===== config.mk =====
export PLATFORM = sky130hd
export DESIGN_NAME = axi_master_bridge
export DESIGN_NICKNAME = d
export VERILOG_FILES = /design/src/rtl/axi_master_bridge.sv
export SDC_FILE = /design/constraint.sdc
export NUM_CORES = 1
export LEC_CHECK = 0
export CAP_MARGIN = 20
export CORE_AREA = 2 2 183 185
export CTS_CLUSTER_SIZE = 28
export DETAILED_ROUTE_END_ITERATION = 7
export DIE_AREA = 0 0 185 187
export GPL_TIMING_DRIVEN = 1
export HOLD_SLACK_MARGIN = 0.12
export PLACE_DENSITY = 0.59
export SETUP_SLACK_MARGIN = 0.4
export SLEW_MARGIN = 15
export SYNTH_ARGS = -nofsm -noshare
export SYNTH_HDL_FRONTEND = slang
export SYNTH_SLANG_ARGS = --single-unit

===== constraint.sdc =====
create_clock -name aclk -period 4.7 [get_ports aclk]
set_input_delay 0.47 -clock aclk [delete_from_list [all_inputs] [get_ports aclk]]
set_output_delay 0.47 -clock aclk [all_outputs]
set_load 0.01 [all_outputs]

===== src/rtl/axi_master_bridge.sv =====
// Single-outstanding AXI4 master bridge.
// Core read bursts and single-beat writes become AXI4 transactions; each beat or write completion comes back as a one-cycle response.
module axi_master_bridge #(
    parameter logic [3:0] AXI_ID  = 4'd0,
    parameter logic [7:0] MAX_LEN = 8'd7
) (
    input  logic        aclk,
    input  logic        aresetn,
    input  logic        req_valid,
    output logic        req_ready,
    input  logic        req_wen,
    input  logic [31:0] req_addr,
    input  logic [7:0]  req_len,
    input  logic [2:0]  req_size,
    input  logic [63:0] req_wdata,
    input  logic [7:0]  req_wstrb,
    output logic        resp_valid,
    output logic [63:0] resp_data,
    output logic        resp_last,
    output logic        resp_err,
    output logic [31:0] araddr,
    output logic [3:0]  arid,
    output logic [7:0]  arlen,
    output logic [2:0]  arsize,
    output logic [1:0]  arburst,
    output logic [1:0]  arlock,
    output logic [3:0]  arcache,
    output logic [2:0]  arprot,
    output logic        arvalid,
    input  logic        arready,
    input  logic [3:0]  rid,
    input  logic [63:0] rdata,
    input  logic [1:0]  rresp,
    input  logic        rlast,
    input  logic        rvalid,
    output logic        rready,
    output logic [3:0]  awid,
    output logic [31:0] awaddr,
    output logic [7:0]  awlen,
    output logic [2:0]  awsize,
    output logic [1:0]  awburst,
    output logic [1:0]  awlock,
    output logic [3:0]  awcache,
    output logic [2:0]  awprot,
    output logic        awvalid,
    input  logic        awready,
    output logic [3:0]  wid,
    output logic [63:0] wdata,
    output logic [7:0]  wstrb,
    output logic        wlast,
    output logic        wvalid,
    input  logic        wready,
    input  logic [3:0]  bid,
    input  logic [1:0]  bresp,
    input  logic        bvalid,
    output logic        bready
);

    typedef enum logic [2:0] {
        IDLE,
        RD_ADDR,
        RD_DATA,
        WR,
        WR_RESP
    } state_e;

    state_e      state_q, state_d;
    logic [31:0] addr_q, addr_d;
    logic [7:0]  len_q, len_d;
    logic [2:0]  size_q, size_d;
    logic [63:0] wdata_q, wdata_d;
    logic [7:0]  wstrb_q, wstrb_d;
    logic [7:0]  cnt_q, cnt_d;
    logic        over_q, over_d;
    logic        arvalid_q, arvalid_d;
    logic        awvalid_q, awvalid_d;
    logic        wvalid_q, wvalid_d;
    logic        rvld_q, rvld_d;
    logic [63:0] rdat_q, rdat_d;
    logic        rlst_q, rlst_d;
    logic        rerr_q, rerr_d;

    always_ff @(posedge aclk) begin
        if (!aresetn) begin
            state_q   <= IDLE;
            addr_q    <= '0;
            len_q     <= '0;
            size_q    <= '0;
            wdata_q   <= '0;
            wstrb_q   <= '0;
            cnt_q     <= '0;
            over_q    <= 1'b0;
            arvalid_q <= 1'b0;
            awvalid_q <= 1'b0;
            wvalid_q  <= 1'b0;
            rvld_q    <= 1'b0;
            rdat_q    <= '0;
            rlst_q    <= 1'b0;
            rerr_q    <= 1'b0;
        end else begin
            state_q   <= state_d;
            addr_q    <= addr_d;
            len_q     <= len_d;
            size_q    <= size_d;
            wdata_q   <= wdata_d;
            wstrb_q   <= wstrb_d;
            cnt_q     <= cnt_d;
            over_q    <= over_d;
            arvalid_q <= arvalid_d;
            awvalid_q <= awvalid_d;
            wvalid_q  <= wvalid_d;
            rvld_q    <= rvld_d;
            rdat_q    <= rdat_d;
            rlst_q    <= rlst_d;
            rerr_q    <= rerr_d;
        end
    end

    always_comb begin
        state_d   = state_q;
        addr_d    = addr_q;
        len_d     = len_q;
        size_d    = size_q;
        wdata_d   = wdata_q;
        wstrb_d   = wstrb_q;
        cnt_d     = cnt_q;
        over_d    = over_q;
        arvalid_d = arvalid_q;
        awvalid_d = awvalid_q;
        wvalid_d  = wvalid_q;
        rvld_d    = 1'b0;
        rdat_d    = '0;
        rlst_d    = 1'b0;
        rerr_d    = 1'b0;
        unique case (state_q)
            IDLE: begin
                if (req_valid) begin
                    addr_d  = req_addr;
                    len_d   = (req_len > MAX_LEN) ? MAX_LEN : req_len;
                    size_d  = req_size;
                    wdata_d = req_wdata;
                    wstrb_d = req_wstrb;
                    if (req_wen) begin
                        awvalid_d = 1'b1;
                        wvalid_d  = 1'b1;
                        state_d   = WR;
                    end else begin
                        arvalid_d = 1'b1;
                        state_d   = RD_ADDR;
                    end
                end
            end
            RD_ADDR: begin
                if (arready) begin
                    arvalid_d = 1'b0;
                    cnt_d     = '0;
                    over_d    = 1'b0;
                    state_d   = RD_DATA;
                end
            end
            RD_DATA: begin
                if (rvalid) begin
                    rvld_d = 1'b1;
                    rdat_d = rdata;
                    rlst_d = rlast;
                    // once the burst overran its length every later beat is suspect
                    rerr_d = (rresp != 2'b00) || (rid != AXI_ID) || over_q
                           || (rlast != (cnt_q == len_q));
                    cnt_d  = cnt_q + 8'd1;
                    if ((cnt_q == len_q) && !rlast) begin
                        over_d = 1'b1;
                    end
                    if (rlast) begin
                        state_d = IDLE;
                    end
                end
            end
            WR: begin
                if (awready) begin
                    awvalid_d = 1'b0;
                end
                if (wready) begin
                    wvalid_d = 1'b0;
                end
                if (!awvalid_d && !wvalid_d) begin
                    state_d = WR_RESP;
                end
            end
            WR_RESP: begin
                if (bvalid) begin
                    rvld_d  = 1'b1;
                    rlst_d  = 1'b1;
                    rerr_d  = (bresp != 2'b00) || (bid != AXI_ID);
                    state_d = IDLE;
                end
            end
            default: state_d = IDLE;
        endcase
    end

    assign req_ready  = (state_q == IDLE);
    assign resp_valid = rvld_q;
    assign resp_data  = rdat_q;
    assign resp_last  = rlst_q;
    assign resp_err   = rerr_q;

    assign araddr  = addr_q;
    assign arid    = AXI_ID;
    assign arlen   = len_q;
    assign arsize  = size_q;
    assign arburst = 2'b01;
    assign arlock  = 2'b00;
    assign arcache = 4'b0000;
    assign arprot  = 3'b000;
    assign arvalid = arvalid_q;
    assign rready  = (state_q == RD_DATA);

    assign awid    = AXI_ID;
    assign awaddr  = addr_q;
    assign awlen   = 8'd0;
    assign awsize  = size_q;
    assign awburst = 2'b01;
    assign awlock  = 2'b00;
    assign awcache = 4'b0000;
    assign awprot  = 3'b000;
    assign awvalid = awvalid_q;

    assign wid    = AXI_ID;
    assign wdata  = wdata_q;
    assign wstrb  = wstrb_q;
    assign wlast  = wvalid_q;
    assign wvalid = wvalid_q;
    assign bready = (state_q == WR_RESP);

endmodule


==> out/metrics.csv <==
metric;value;unit
cts_hold_buf;0;
timing.final.crit_share;56.1;%
cts_root_buf;clkbuf_16;
syn_area;7530;sq um
wl;25300;um
die_w;185;um
synth-compound-area-share;13.8;%
grt_usage;14.3;%
hold_path.class;register to register;
path_max_fanout;13;
synthAdderAreaFrac;0.332;%
ios;467;
clock_sinks;197;
pwr_density_cell;388;nW/um^2
dr.pass1.iters;5;
worst_slew_pin_slew;0.858;ns
drt_iter0_drc;267;
setup_tns;0;ns
cp-end-kind;output port;
grt-ovfl-total;0;
avgSynthCellArea;9.10;sq um
drc;0;
drive_above_1_share;4.36;%
min_period;2.64;ns
fmax;379;MHz
cts_resized;0;
worstRegToRegCells;5;
post_drt_wl_per_cell;15.4;um
row_count;67;
yosysUniqueCellTypes;43;
synth-edff-count;0;
ys_async_sr_fraction;0;%
clk_latency;0.44;ns
p_leak;0.00479;uW
placed_cells;1610;
hold_path_end;wstrb[0];
htree_num_levels;4;
cp_data_arrival_time;2.17;ns
ys.flop_type;dfxtp_1;
r2r-start;state_q[2];
synth_top_family_by_area;simple AND/OR/NAND/NOR gates;
synth-xor-area-share;1.63;%
yosys-top-cells-count;224 x nand2_1, 197 x dfxtp_1, 80 x a21boi_1;
hold_viol;0;
maxCapViolations;0;
fp.coreArea;32900;sq um
syn_inst;827;
routed_via_density;4.04;
rsz0062_at_grt;no;
synth_top_area_share;52.4;%
ys_ff_latch;197;
antenna_found_initial;0;
synth-simple-area-share;20.4;%
start_util;22.9;%
crit_type;register to output port;
synth_area_leaders;dfxtp_1 52%, nand2_1 11%, a21boi_1 8.0%;
dieArea;34600;sq um
worstPathRequired;4.23;ns
yosysWarnings;0;
maxSlewViolCount;0;
grt_max_degree;102;
relSlewSlack;42.8;%
numCtsBuffers;17;
synth_seq_area_share;52.4;%
final_util;37.5;%
setup_violations;0;
n_antenna_cell;0;
clkTransAtPathRegs;0.07;ns
final_cells;1641;
grt_pass1_vias;6274;
cts.path.max_buffers;2;
synth.most_common_cell;nand2_1;
muxShareOfSynthArea;0.133;%
reg2reg_setup_slack;2.40;ns
io_buffers;424;
cp-start-kind;register;
postRouteAntennaNets;0;
syn2layout_area_growth;63.5;%
hold_slack;0.452;ns
tritoncts;built;
min_from;wstrb[0];
nets;1384;
clock_skew;0.00835;ns
grt_pass1_wl;37600;um
worst_hold_path.num_cells;2;
worstReg2RegEnd;awvalid;
vias;6629;
gp_congestion;0.747;
status;completed;
ir_drop;0.000239;V
post-cts-setup-buffer-count;0;
synth.largest_area_cell;dfxtp_1;
dp_hpwl;18600;um
die_height;187;um
## layout make-up
class	instances	area [sq um]
Fill cell	3394	20600
Timing Repair Buffer	430	4300
Sequential cell	197	3940
Multi-Input combinational cell	530	2900
Tap cell	448	561
Clock buffer	17	425
Clock inverter	14	165
Inverter	5	18.8
## cell families (layout without fill, tap and decap cells)
| family | Yosys count | in the layout |
|---|---|---|
| other | 2 | 42 |
| buffers and inverters | 140 | 466 |
| flip-flops | 197 | 197 |
| adder cells (fa/ha/maj) | 2 | 2 |
| AO/OA/AOI/OAI | 137 | 137 |
| XOR/XNOR | 14 | 14 |
| multiplexers | 1 | 1 |
| AND/OR/NAND/NOR | 334 | 334 |
## critical path, cell delays in order, from the launching register on
cell and delay [ns]:
dfxtp_1 0.66, nor3b_1 0.41, clkdlybuf4s50_1 0.66
## per-layer routing
metal | track usage [%] | part of all wire, % | up-vias
met1 | 16.6 | 42 | 3089
met2 | 25.0 | 50 | 229
li1 | - | - | 3287
met3 | 4.46 | 6.3 | 24
met4 | 4.70 | 1.7 | 0
met5 | 0 | 0 | -
## how the worst max path moves through the flow
| stage | startpoint | endpoint | slack [ns] | cells past startpoint |
|---|---|---|---|---|
| after global routing | state_q[2] | bready | 1.93 | 2 |
| after floorplan | state_q[2] | arlen[0] | 3.20 | 6 |
| after CTS | state_q[2] | bready | 2.03 | 2 |
| after detailed placement | req_valid | awvalid | 2.26 | 5 |
| after global placement | req_valid | wlast | 2.31 | 5 |
| final | state_q[2] | bready | 2.06 | 2 |
## cells in the final DEF, fill, tap and decap left out, types with 4 or more instances in the layout
master / count
a21boi_1: 80
conb_1: 42
xnor2_1: 13
a21boi_0: 31
o21ai_0: 4
nand2_1: 223
clkbuf_16: 17
dfxtp_1: 197
nor2_1: 13
buf_4: 6
nand3_1: 5
a21oi_1: 6
inv_1: 5
nand4_1: 4
clkdlybuf4s50_1: 423
and3_1: 70
## power by group
group / switching [uW] / total, uW / internal [uW]
combinational: 625 / 1310 / 681
clock: 695 / 1490 / 798
sequential: 131 / 1980 / 1850
total: 1450 / 4780 / 3330
## registers in the layout (all words and copies together) (netlist names)
signal	cells
arlen	8
resp_valid	1
wdata	64
wstrb	8
arsize	3
arvalid	1
state_q	3
araddr	32
resp_err	1
over_q	1
resp_last	1
wlast	1
cnt_q	8
awvalid	1
resp_data	64
## metrics by stage
step	setup WS, ns	total power [uW]	area [sq um]
floorplan	3.20	2660	7680
global placement	2.31	3330	11700
detailed placement	2.26	3350	11700
CTS	2.03	4860	12300
global route	1.93	5050	12300
finish	2.06	4780	12300
(Power assumes the default switching activity.)
